File: src/rtl/inst_loader.sv
// Byte-stream program loader for the instruction memory load port.
// Optional INST_LOADER_CHECKSUM_EN adds a trailing XOR checksum byte.
module inst_loader #(
   parameter int DEPTH = 32,
   parameter int CNT_W = 6
) (
   input  logic             clock,
   input  logic             reset_n,
   input  logic             start,
   input  logic             byte_valid,
   input  logic [7:0]       byte_data,
   output logic             byte_ready,
   output logic             load_enable,
   output logic [31:0]      write_addr,
   output logic [31:0]      write_data,
   output logic             cpu_reset,
   output logic             busy,
   output logic             done,
   output logic             error,
   output logic [CNT_W-1:0] words_loaded
);

   typedef enum logic [2:0] {
      S_IDLE, S_COUNT, S_DATA, S_WRITE,
      S_DONE, S_ERROR, S_CHECK
   } state_t;

   localparam logic [8:0] DEPTH_B = 9'(DEPTH);

   state_t state_q, state_d;
   logic [CNT_W-1:0] n_q, n_d;
   logic [CNT_W-1:0] words_q, words_d;
   logic [1:0] idx_q, idx_d;
   logic [31:0] shreg_q, shreg_d;
   logic [31:0] addr_q, addr_d;
   logic [31:0] data_q, data_d;
   logic cpu_rst_q, cpu_rst_d;
`ifdef INST_LOADER_CHECKSUM_EN
   logic [7:0] csum_q, csum_d;
`endif

   logic accept;
   logic restart;
   logic count_bad;
   logic [CNT_W-1:0] words_inc;

   assign accept = byte_valid & byte_ready;
   assign restart = start & (state_q == S_IDLE ||
                             state_q == S_DONE ||
                             state_q == S_ERROR);
   assign count_bad = (byte_data == 8'd0) ||
                      ({1'b0, byte_data} > DEPTH_B);
   assign words_inc = words_q + 1'b1;

   // State register
   always_ff @(posedge clock or negedge reset_n) begin
      if (!reset_n) state_q <= S_IDLE;
      else          state_q <= state_d;
   end

   // Next-state logic
   always_comb begin
      state_d = state_q;
      unique case (state_q)
         S_IDLE, S_DONE, S_ERROR:
            if (start) state_d = S_COUNT;
         S_COUNT:
            if (accept) state_d = count_bad ? S_ERROR : S_DATA;
         S_DATA:
            if (accept && idx_q == 2'd3) state_d = S_WRITE;
         S_WRITE:
            if (words_inc == n_q)
`ifdef INST_LOADER_CHECKSUM_EN
               state_d = S_CHECK;
`else
               state_d = S_DONE;
`endif
            else
               state_d = S_DATA;
`ifdef INST_LOADER_CHECKSUM_EN
         S_CHECK:
            if (accept)
               state_d = (byte_data == csum_q) ? S_DONE : S_ERROR;
`endif
         default: state_d = S_IDLE;
      endcase
   end

   // Status outputs decoded from the current state
   always_comb begin
      byte_ready  = 1'b0;
      load_enable = 1'b0;
      busy        = 1'b0;
      done        = 1'b0;
      error       = 1'b0;
      unique case (state_q)
         S_COUNT: begin byte_ready = 1'b1; busy = 1'b1; end
         S_DATA:  begin byte_ready = 1'b1; busy = 1'b1; end
         S_WRITE: begin load_enable = 1'b1; busy = 1'b1; end
`ifdef INST_LOADER_CHECKSUM_EN
         S_CHECK: begin byte_ready = 1'b1; busy = 1'b1; end
`endif
         S_DONE:  done  = 1'b1;
         S_ERROR: error = 1'b1;
         default: ;
      endcase
   end

   // Datapath: count capture, word assembly, write port registers
   always_comb begin
      n_d       = n_q;
      words_d   = words_q;
      idx_d     = idx_q;
      shreg_d   = shreg_q;
      addr_d    = addr_q;
      data_d    = data_q;
      cpu_rst_d = (state_d != S_DONE);
`ifdef INST_LOADER_CHECKSUM_EN
      csum_d    = csum_q;
      if (accept) csum_d = csum_q ^ byte_data;
      if (restart) csum_d = 8'd0;
`endif
      if (restart) words_d = '0;
      if (state_q == S_COUNT && accept) begin
         n_d   = CNT_W'(byte_data);
         idx_d = 2'd0;
      end
      if (state_q == S_DATA && accept) begin
         shreg_d = {shreg_q[23:0], byte_data};
         idx_d   = idx_q + 2'd1;
         if (idx_q == 2'd3) begin
            data_d = {shreg_q[23:0], byte_data};
            addr_d = {{(30-CNT_W){1'b0}}, words_q, 2'b00};
         end
      end
      if (state_q == S_WRITE) words_d = words_inc;
   end

   // Datapath registers
   always_ff @(posedge clock or negedge reset_n) begin
      if (!reset_n) begin
         n_q       <= '0;
         words_q   <= '0;
         idx_q     <= 2'd0;
         shreg_q   <= 32'd0;
         addr_q    <= 32'd0;
         data_q    <= 32'd0;
         cpu_rst_q <= 1'b1;
`ifdef INST_LOADER_CHECKSUM_EN
         csum_q    <= 8'd0;
`endif
      end else begin
         n_q       <= n_d;
         words_q   <= words_d;
         idx_q     <= idx_d;
         shreg_q   <= shreg_d;
         addr_q    <= addr_d;
         data_q    <= data_d;
         cpu_rst_q <= cpu_rst_d;
`ifdef INST_LOADER_CHECKSUM_EN
         csum_q    <= csum_d;
`endif
      end
   end

   assign write_addr   = addr_q;
   assign write_data   = data_q;
   assign cpu_reset    = cpu_rst_q;
   assign words_loaded = words_q;

endmodule

File: config.mk
export PLATFORM = sky130hd
export DESIGN_NAME = inst_loader
export DESIGN_NICKNAME = d
export VERILOG_FILES = /design/src/rtl/inst_loader.sv
export SDC_FILE = /design/constraint.sdc
export NUM_CORES = 1
export LEC_CHECK = 0
export ABC_AREA = 1
export BUFFER_PORTS_ARGS = -buffer_cell sky130_fd_sc_hd__buf_2
export CORE_MARGIN = 2
export CORE_UTILIZATION = 44
export DETAILED_ROUTE_END_ITERATION = 12
export GPL_TIMING_DRIVEN = 1
export HOLD_SLACK_MARGIN = 0.1
export MAX_ROUTING_LAYER = met4
export PLACE_DENSITY = 0.72
export SLEW_MARGIN = 20
export SYNTH_ARGS = -nofsm -noshare
export SYNTH_HDL_FRONTEND = slang
export SYNTH_SLANG_ARGS = --single-unit
File: constraint.sdc
create_clock -name clock -period 2.1 [get_ports clock]
set_input_delay 0.42 -clock clock [delete_from_list [all_inputs] [get_ports clock]]
set_output_delay 0.42 -clock clock [all_outputs]
set_load 0.02 [all_outputs]
# Word-level counts from Yosys, hierarchy flattened
# Cells that the tools add are included.
# word_totals
wordCells	50
n_memories	0
romBits	0
output_inout_bits	76
latchBits	0
register_bits	80
inputBits	12
mem_bits_rw	0
# classes
muxes	15
n_div	0
reduce_logical	14
n_addsub	2
bitwise	2
n_shift	0
multipliers	0
magnitude_cmp	1
n_eq_ne	8
# ops
operator	n
3-bit two-way mux	5
6-bit two-way mux	2
3-bit case mux with 4 select lines	1
8-bit by 6-bit greater-than comparator with 1-bit output (second input constant)	1
8-bit zero test	1
6-bit by 1-bit adder with 6-bit output (second input constant)	1
3-bit by 2-bit == test with 1-bit output (second input constant)	2
3-bit == test (second input constant)	2
6-bit == test	1
3-bit OR reduction	2
1-bit two-way mux	5
2-bit two-way mux	2
2-bit nonzero test	2
3-bit by 1-bit == test with 1-bit output (second input constant)	1
1-bit logical AND	3
3-bit zero test	1
1-bit logical OR	3
3-bit inequality test (second input constant)	1
2-bit by 1-bit adder with 2-bit output (second input constant)	1
1-bit AND	2
2-bit == test (second input constant)	1
2-bit AND reduction	1
2-bit OR reduction	1

# Depth between registers and ports, before layout
# Gate-level depths: netlist of the first run.
# depth
ltp_word	8
mapped_depth	11
depth_no_buf	11

# Worst setup path after synthesis of the first run
# Ideal clock, no wire load.
# synth_path
kind	flip-flop to flip-flop
start	register words_q[0] (netlist: words_loaded[0])
end	register state_q[1]
path_slack_ps	508
path_buffers	0
setup_time_ps	118
arrival_ps	1474
stages_incl_launch_ff	11
required_time_ps	1982
period_less_slack_ps	1592
cell_sequence	dfrtp_1 > ha_1 > inv_1 > nand2_1 > nand2_1 > nor2_1 > nand2_1 > nor2_1 > nand3_1 > a21oi_2 > inv_1
# synth_between
elab_chain_len	4
# synth_lines
item	line	rtl
start, declared	32	logic [CNT_W-1:0] words_q, words_d;
start signal, assigned	154	words_q <= words_d;
6-bit by 1-bit adder with 6-bit output	53	assign words_inc = words_q + 1'b1;
6-bit == test	72	if (words_inc == n_q)
3-bit two-way mux	72	
3-bit case mux with 4 select lines	64	unique case (state_q)
named net state_d[1]	30	state_t state_q, state_d;
end signal, assigned	58	else state_q <= state_d;
end, declared	30	
# The timed path passes the listed nets, and every way through them passes these cells.
# A chain may end at the register's enable or synchronous reset.

# Worst setup path after layout of the first run
# layout_path
start	register state_q[0]
end	output port load_enable
# layout_between
elab_chain_len	2
# layout_lines
item	line	rtl
3-bit by 2-bit == test with 1-bit output	96	unique case (state_q)
1-bit two-way mux	96	
end, declared	13	output logic load_enable,
# No other way between the ends.

==> metrics.yaml, run 1 <==
ctsResizeCount: 0
die_x_um: 94.6
overflow: 0
core.rowCount: 33
antenna_cells: 0
dr.pass1.iters: 4
wl_per_cell_um: 12.5
ant_nets: 0
core_area_sq_mm: 0.00809
ys_types: 27
setup_viol: 0
multiInputGateArea_sq_mm: 0.00120
reg2reg_slack_ns: 0.43
cts.reportedPaths.clkPinSlew_ns: 0.08
drive_above_1_share_pct: 21.8
status: "complete, no violations"
areaGrowthSynthToFinish_pct: 14.5
die_h_um: 94.6
drc: 0
cts_sinks: 80
grt_usage_pct: 18.0
end_kind: "output port"
drt_iter0_drc: 151
hold_class: "in2reg"
critPathLaunch: "state_q[0]"
synth_edf_count: 0
synth_async_sr_flop_share_pct: 100
irDropWorstVdd_mv: 0.428
p_int_mw: 2.89
p_seq_share_pct: 47.4
n_fill_cell: 810
numCtsBuffers: 9
netlist_instances: 402
ioPinCount: 88
postCtsHoldBufs: 1
hold_viol: 0
crit_path_end: "load_enable"
rsz0062_at_grt: "no"
ys.flop_type: "dfrtp_1"
fmax_mhz: 521
clkPwrFrac_pct: 26.6
maxCapViolations: 0
avgSynthCellArea_sq_um: 8.98
fin_crit_sh_pct: 91.4
portBuffers: 61
final_util_pct: 51.1
die_area_sq_mm: 0.00894
min_from: "byte_data[7]"
mappedNetlistArea_sq_mm: 0.00361
seqCellArea_sq_mm: 0.00200
cts_buffer_depth: 2
post_cts_buffers: 0
rr_startpoint: "words_loaded[0]"
maxSlewViolCount: 0
critPathLaunchType: "flop"
rr_worst_depth: 10
p_switching_mw: 1.54
grt_pass1_wl_mm: 12.2
grt_pass1_vias: 2500
synth-seq-area-share_pct: 55.5
root_buffer: "clkbuf_8"
p_sw_share_pct: 34.8
critPathRequiredTime_ns: 1.68
leakagePower_nw: 2.19
critPathKind: "reg2out"
finalPower_mw: 4.43
cts_tree: "done"
power_density_mw_per_mm2: 1070
antenna_found_initial: 0
start_util_pct: 44.6
crit_arrival_ns: 1.50
vias_per_cell: 4.74
p_comb_share_pct: 26.0
grt_max_degree: 71
yosys_warnings: 0
min_period_ns: 1.92
tns_ns: 0
vias: 2718
clock_skew_ns: 0.00908
clk_latency_ns: 0.35
timing.rr.end: "state_q[1]"
synth_seq_cells: 80
cp_max_fo: 7
hpwl_mm: 5.14
gp_congestion: 0.821
wl_mm: 7.15
fin_nets: 477
cts_max_level: 3
-- power by group through the flow --
stage / clock network, mW / registers (mW) / logic [mW]
floorplan: 0 / 2.13 / 0.845
global placement: 0 / 2.12 / 1.11
detailed placement: 0 / 2.13 / 1.15
CTS: 1.20 / 2.10 / 1.16
global route: 1.29 / 2.14 / 1.31
finish: 1.18 / 2.10 / 1.15
-- metal layers --
metal / track usage, % / wire length [um] / vias to the layer above
met5: - / 0 / -
met4: 8.70 / 166 / 0
met3: 2.63 / 369 / 14
met2: 26.0 / 3230 / 88
met1: 25.1 / 3380 / 1276
li1: - / - / 1340
-- critical path: stages (launching register included) --
cell	delay [ns]
dfrtp_1	0.41
inv_2	0.08
nor2_1	0.15
inv_1	0.11
nor2_4	0.20
buf_2	0.21
-- cells in the final DEF (no fill, tap or decap) --
| cell | instances |
|---|---|
| o21ai_1 | 39 |
| nor2_1 | 11 |
| nand3_1 | 12 |
| a21oi_2 | 3 |
| inv_2 | 3 |
| a21oi_1 | 4 |
| o21bai_1 | 1 |
| clkbuf_8 | 11 |
| dfrtp_1 | 79 |
| conb_1 | 26 |
| buf_12 | 2 |
| inv_1 | 52 |
| nand3_4 | 1 |
| o21ai_0 | 32 |
| inv_6 | 2 |
| dlygate4sd3_1 | 1 |
| nand2_2 | 3 |
| mux2_4 | 3 |
| bufinv_16 | 1 |
| buf_2 | 60 |
| nor3_1 | 1 |
| buf_4 | 3 |
| nand3_2 | 2 |
| o22ai_1 | 3 |
| nand4_1 | 5 |
| nand2_1 | 98 |
| nor2_4 | 3 |
| nor2_2 | 2 |
| ha_1 | 2 |
| clkinvlp_4 | 2 |
| dfstp_2 | 1 |
-- layout make-up --
class / instances / area share (%)
flip-flops and latches: 80 / 48.5
multi-input cells: 251 / 29.1
repair buffers: 66 / 9.02
inverters: 55 / 5.00
clock buffers: 11 / 3.66
well taps: 105 / 3.18
clock inverters: 5 / 1.51
-- worst min-delay path by stage --
stage	end	depth (start not counted)
3_5_place_dp	write_data[16]	1
4_1_cts	shreg_q[7]	3
2_1_floorplan	idx_q[0]	0
3_3_place_gp	write_data[16]	1
6_report	shreg_q[7]	3
5_1_grt	shreg_q[7]	3
-- flip-flops by register name (all words and copies together) (netlist names) --
| name | cells |
|---|---|
| words_loaded | 6 |
| state_q | 3 |
| idx_q | 2 |
| write_addr | 6 |
| shreg_q | 24 |
| cpu_reset | 1 |
| n_q | 6 |
| write_data | 32 |
-- cells in the mapped netlist, types with 2 or more instances --
cell | number | share of area [%]
mux2_4 | 3 | 1.2
nand2_2 | 2 | 0.35
buf_2 | 6 | 0.83
a21oi_1 | 4 | 0.55
nor2_1 | 11 | 1.1
nand2_1 | 99 | 10
clkbuf_1 | 4 | 0.42
buf_4 | 27 | 5.6
nand3_2 | 2 | 0.55
buf_6 | 4 | 1.2
nand3_1 | 12 | 1.7
nand4_1 | 5 | 0.87
nor2_4 | 3 | 0.94
inv_1 | 52 | 5.4
o22ai_1 | 3 | 0.52
a21oi_2 | 3 | 0.73
o21ai_0 | 32 | 4.4
nor2_2 | 2 | 0.35
ha_1 | 2 | 0.69
dfrtp_1 | 79 | 55
o21ai_1 | 39 | 5.4
inv_2 | 3 | 0.31
-- stage by stage --
step / worst slack [ns] / cells / hold WS (ns) / area [sq um]
floorplan: 0.508 / 427 / 0.124 / 3700
global placement: 0.520 / 556 / 0.329 / 3910
detailed placement: 0.437 / 556 / 0.341 / 3910
CTS: 0.175 / 573 / 0.299 / 4130
global route: 0.0875 / 573 / 0.307 / 4130
finish: 0.181 / 573 / 0.302 / 4130
-- cells by family after synthesis --
logic type	synth area share (%)
AO/OA/AOI/OAI	11.9
adder cells (fa/ha/maj)	0.693
buffers and inverters	13.8
flip-flops	55.5
multiplexers	1.25
other	0.104
AND/OR/NAND/NOR	16.8
Power figures use the tool's default switching activity.
==> run 2: changes to the inputs <==
--- a/config.mk
+++ b/config.mk
@@ -6,14 +6,14 @@
 export NUM_CORES = 1
 export LEC_CHECK = 0
 export ABC_AREA = 1
-export BUFFER_PORTS_ARGS = -buffer_cell sky130_fd_sc_hd__buf_2
 export CORE_MARGIN = 2
 export CORE_UTILIZATION = 44
 export DETAILED_ROUTE_END_ITERATION = 12
+export DONT_BUFFER_PORTS = 1
 export GPL_TIMING_DRIVEN = 1
 export HOLD_SLACK_MARGIN = 0.1
 export MAX_ROUTING_LAYER = met4
-export PLACE_DENSITY = 0.72
+export PLACE_DENSITY = 0.63
 export SLEW_MARGIN = 20
 export SYNTH_ARGS = -nofsm -noshare
 export SYNTH_HDL_FRONTEND = slang
==> constraint.sdc (replaced) <==
create_clock -name clock -period 2.3 [get_ports clock]
set_input_delay 0.46 -clock clock [delete_from_list [all_inputs] [get_ports clock]]
set_output_delay 0.46 -clock clock [all_outputs]
set_load 0.02 [all_outputs]
==> run 2 against run 1 <==
The run now ends with hold timing left. Flip-flop and latch count is the same. Sequential share of layout area grew 4.5 points. Critical path depth shrank 2. Global-route usage shrank 0.18 points. Critical endpoint is now error.
==> metrics.yaml, run 2 (synthesized netlist as in run 1, its figures left out) <==
post_cts_buffers: 0
p_seq_share_pct: 50.1
drt_iter0_drc: 139
crit_arrival_ns: 1.35
hpwl_mm: 4.88
grt_pass1_vias: 2391
p_sw_share_pct: 34.8
portBuffers: 0
overflow: 0
cts_sinks: 80
gp_congestion: 0.881
numCtsBuffers: 9
maxSlewViolCount: 0
leakagePower_nw: 1.86
power_density_mw_per_mm2: 1030
clkPwrFrac_pct: 26.4
rr_worst_depth: 10
maxCapViolations: 0
n_fill_cell: 772
slowest_delay_ns: 0.44
seqCellArea_sq_mm: 0.00200
critical_path_depth: 3
wl_met3_um: 538
vias_per_cell: 4.79
status: "finished, violations left"
routed.top_layer: "met4"
crit_slowest_cell: "dfrtp_1"
critical_path.cell_chain: "inv_1 > nand2_1 > nor2_1"
p_comb_share_pct: 23.5
root_buffer: "clkbuf_8"
ant_nets: 0
antenna_found_initial: 0
drive_above_1_share_pct: 9.88
critPathLaunchType: "flop"
clk_latency_ns: 0.35
rsz0062_at_grt: "no"
violations: "hold timing"
worstPathBufferInverterCount: 1
fin_nets: 415
max_slew_margin_pct: 58.8
wl_met2_mm: 3.17
drc: 0
cts.reportedPaths.clkPinSlew_ns: 0.08
irDropWorstVdd_mv: 0.373
grt_pass1_wl_mm: 11.8
largest_register_ffs: 32
cp_max_fo: 4
hold_class: "in2async"
p_int_mw: 2.54
grt_max_degree: 81
antenna_cells: 0
fin_crit_sh_pct: 78.8
fmax_mhz: 551
cts_tree: "done"
cts_buffer_depth: 2
critPathRequiredTime_ns: 1.84
layout_common_cells: "nand2_1, dfrtp_1, inv_1"
p_switching_mw: 1.36
whs_ns: -0.193
cp_top_family: "flip-flops"
clock_skew_ns: 0.00738
cts_max_level: 3
min_period_ns: 1.81
multiInputGateArea_sq_mm: 0.00120
core.rowCount: 33
layout.cells.most_common: "nand2_1"
m1WireLength_mm: 3.37
vias: 2442
critPathKind: "reg2out"
tns_ns: 0
start_util_pct: 44.6
wl_mm: 7.17
dr.pass1.iters: 4
die_h_um: 94.6
core_area_sq_mm: 0.00809
setup_viol: 0
end_kind: "output port"
hold_viol: 79
wl_per_cell_um: 14.1
die_x_um: 94.6
die_area_sq_mm: 0.00894
worst_pin_slew_ns: 0.613
grt_usage_pct: 17.8
ioPinCount: 88
areaGrowthSynthToFinish_pct: 4.78
-- run 2: cell count changes in the layout (fill, tap and decap cells not counted), sizes merged --
cell         before  now
buf              65    4
clkbuf           11   10
clkinv            0    4
clkinvlp          2    0
dlygate4sd3       1    0
inv              57   55
-- run 2: worst register-to-register path, stage by stage, from the launching register on --
cell     delay [ns]
dfrtp_1        0.50
ha_1           0.28
nand2_1        0.09
nand2_1        0.11
nand2_1        0.05
nand2_1        0.05
nand2_1        0.05
nor2_1         0.13
nand3_1        0.12
a21oi_2        0.14
nand3_1        0.08
-- run 2: metrics by stage --
step / worst slack (ns) / cells / power [mW] / cell area, sq um / util (%)
3_3_place_gp: 0.644 / 495 / 2.87 / 3590 / 44.3
6_report: 0.487 / 510 / 3.90 / 3780 / 46.7
2_1_floorplan: 0.708 / 427 / 2.72 / 3700 / -
3_5_place_dp: 0.597 / 495 / 2.90 / 3590 / 44.3
5_1_grt: 0.371 / 510 / 4.20 / 3780 / 46.7
4_1_cts: 0.466 / 510 / 3.93 / 3780 / 46.7
-- run 2: area by class of cell --
class                      count  area share, %
clock buffer                  10           3.64
clock inverter                 5           1.52
inverter                      55           5.46
multi-input combinational    251           31.8
sequential                    80           53.0
tap                          105           3.47
timing repair buffer           4           1.12
-- run 2: per-layer routing --
metal,GRT usage (%),vias up
met5,-,-
met4,6.88,0
met3,4.79,7
met2,25.6,86
met1,24.2,1132
li1,-,1217
-- run 2: path summary, 6_finish.rpt --
check,from,slack (ns),to
hold reg to reg,shreg_q[13],0.49,shreg_q[21]
setup reg to reg,words_loaded[0],0.62,cpu_reset
min in group clock,byte_data[4],0.24,shreg_q[4]
setup / recovery,state_q[1],0.49,error
hold / removal,reset_n,-0.19,words_loaded[5]
max in group asynchronous,reset_n,2.27,cpu_reset
-- run 2: what timing repair did --
action | 4_1_cts | 5_1_grt
endpoints found under the setup margin | 0 | 0
resized for setup | 0 | 0
endpoints found under the hold margin | 80 | 80
-- run 2: power groups by stage --
| stage | clock network [mW] | registers (mW) | logic [mW] |
|---|---|---|---|
| 2_1_floorplan | 0 | 1.95 | 0.771 |
| 3_3_place_gp | 0 | 1.97 | 0.896 |
| 3_5_place_dp | 0 | 1.98 | 0.919 |
| 4_1_cts | 1.05 | 1.95 | 0.924 |
| 5_1_grt | 1.13 | 2.00 | 1.07 |
| 6_report | 1.03 | 1.95 | 0.917 |
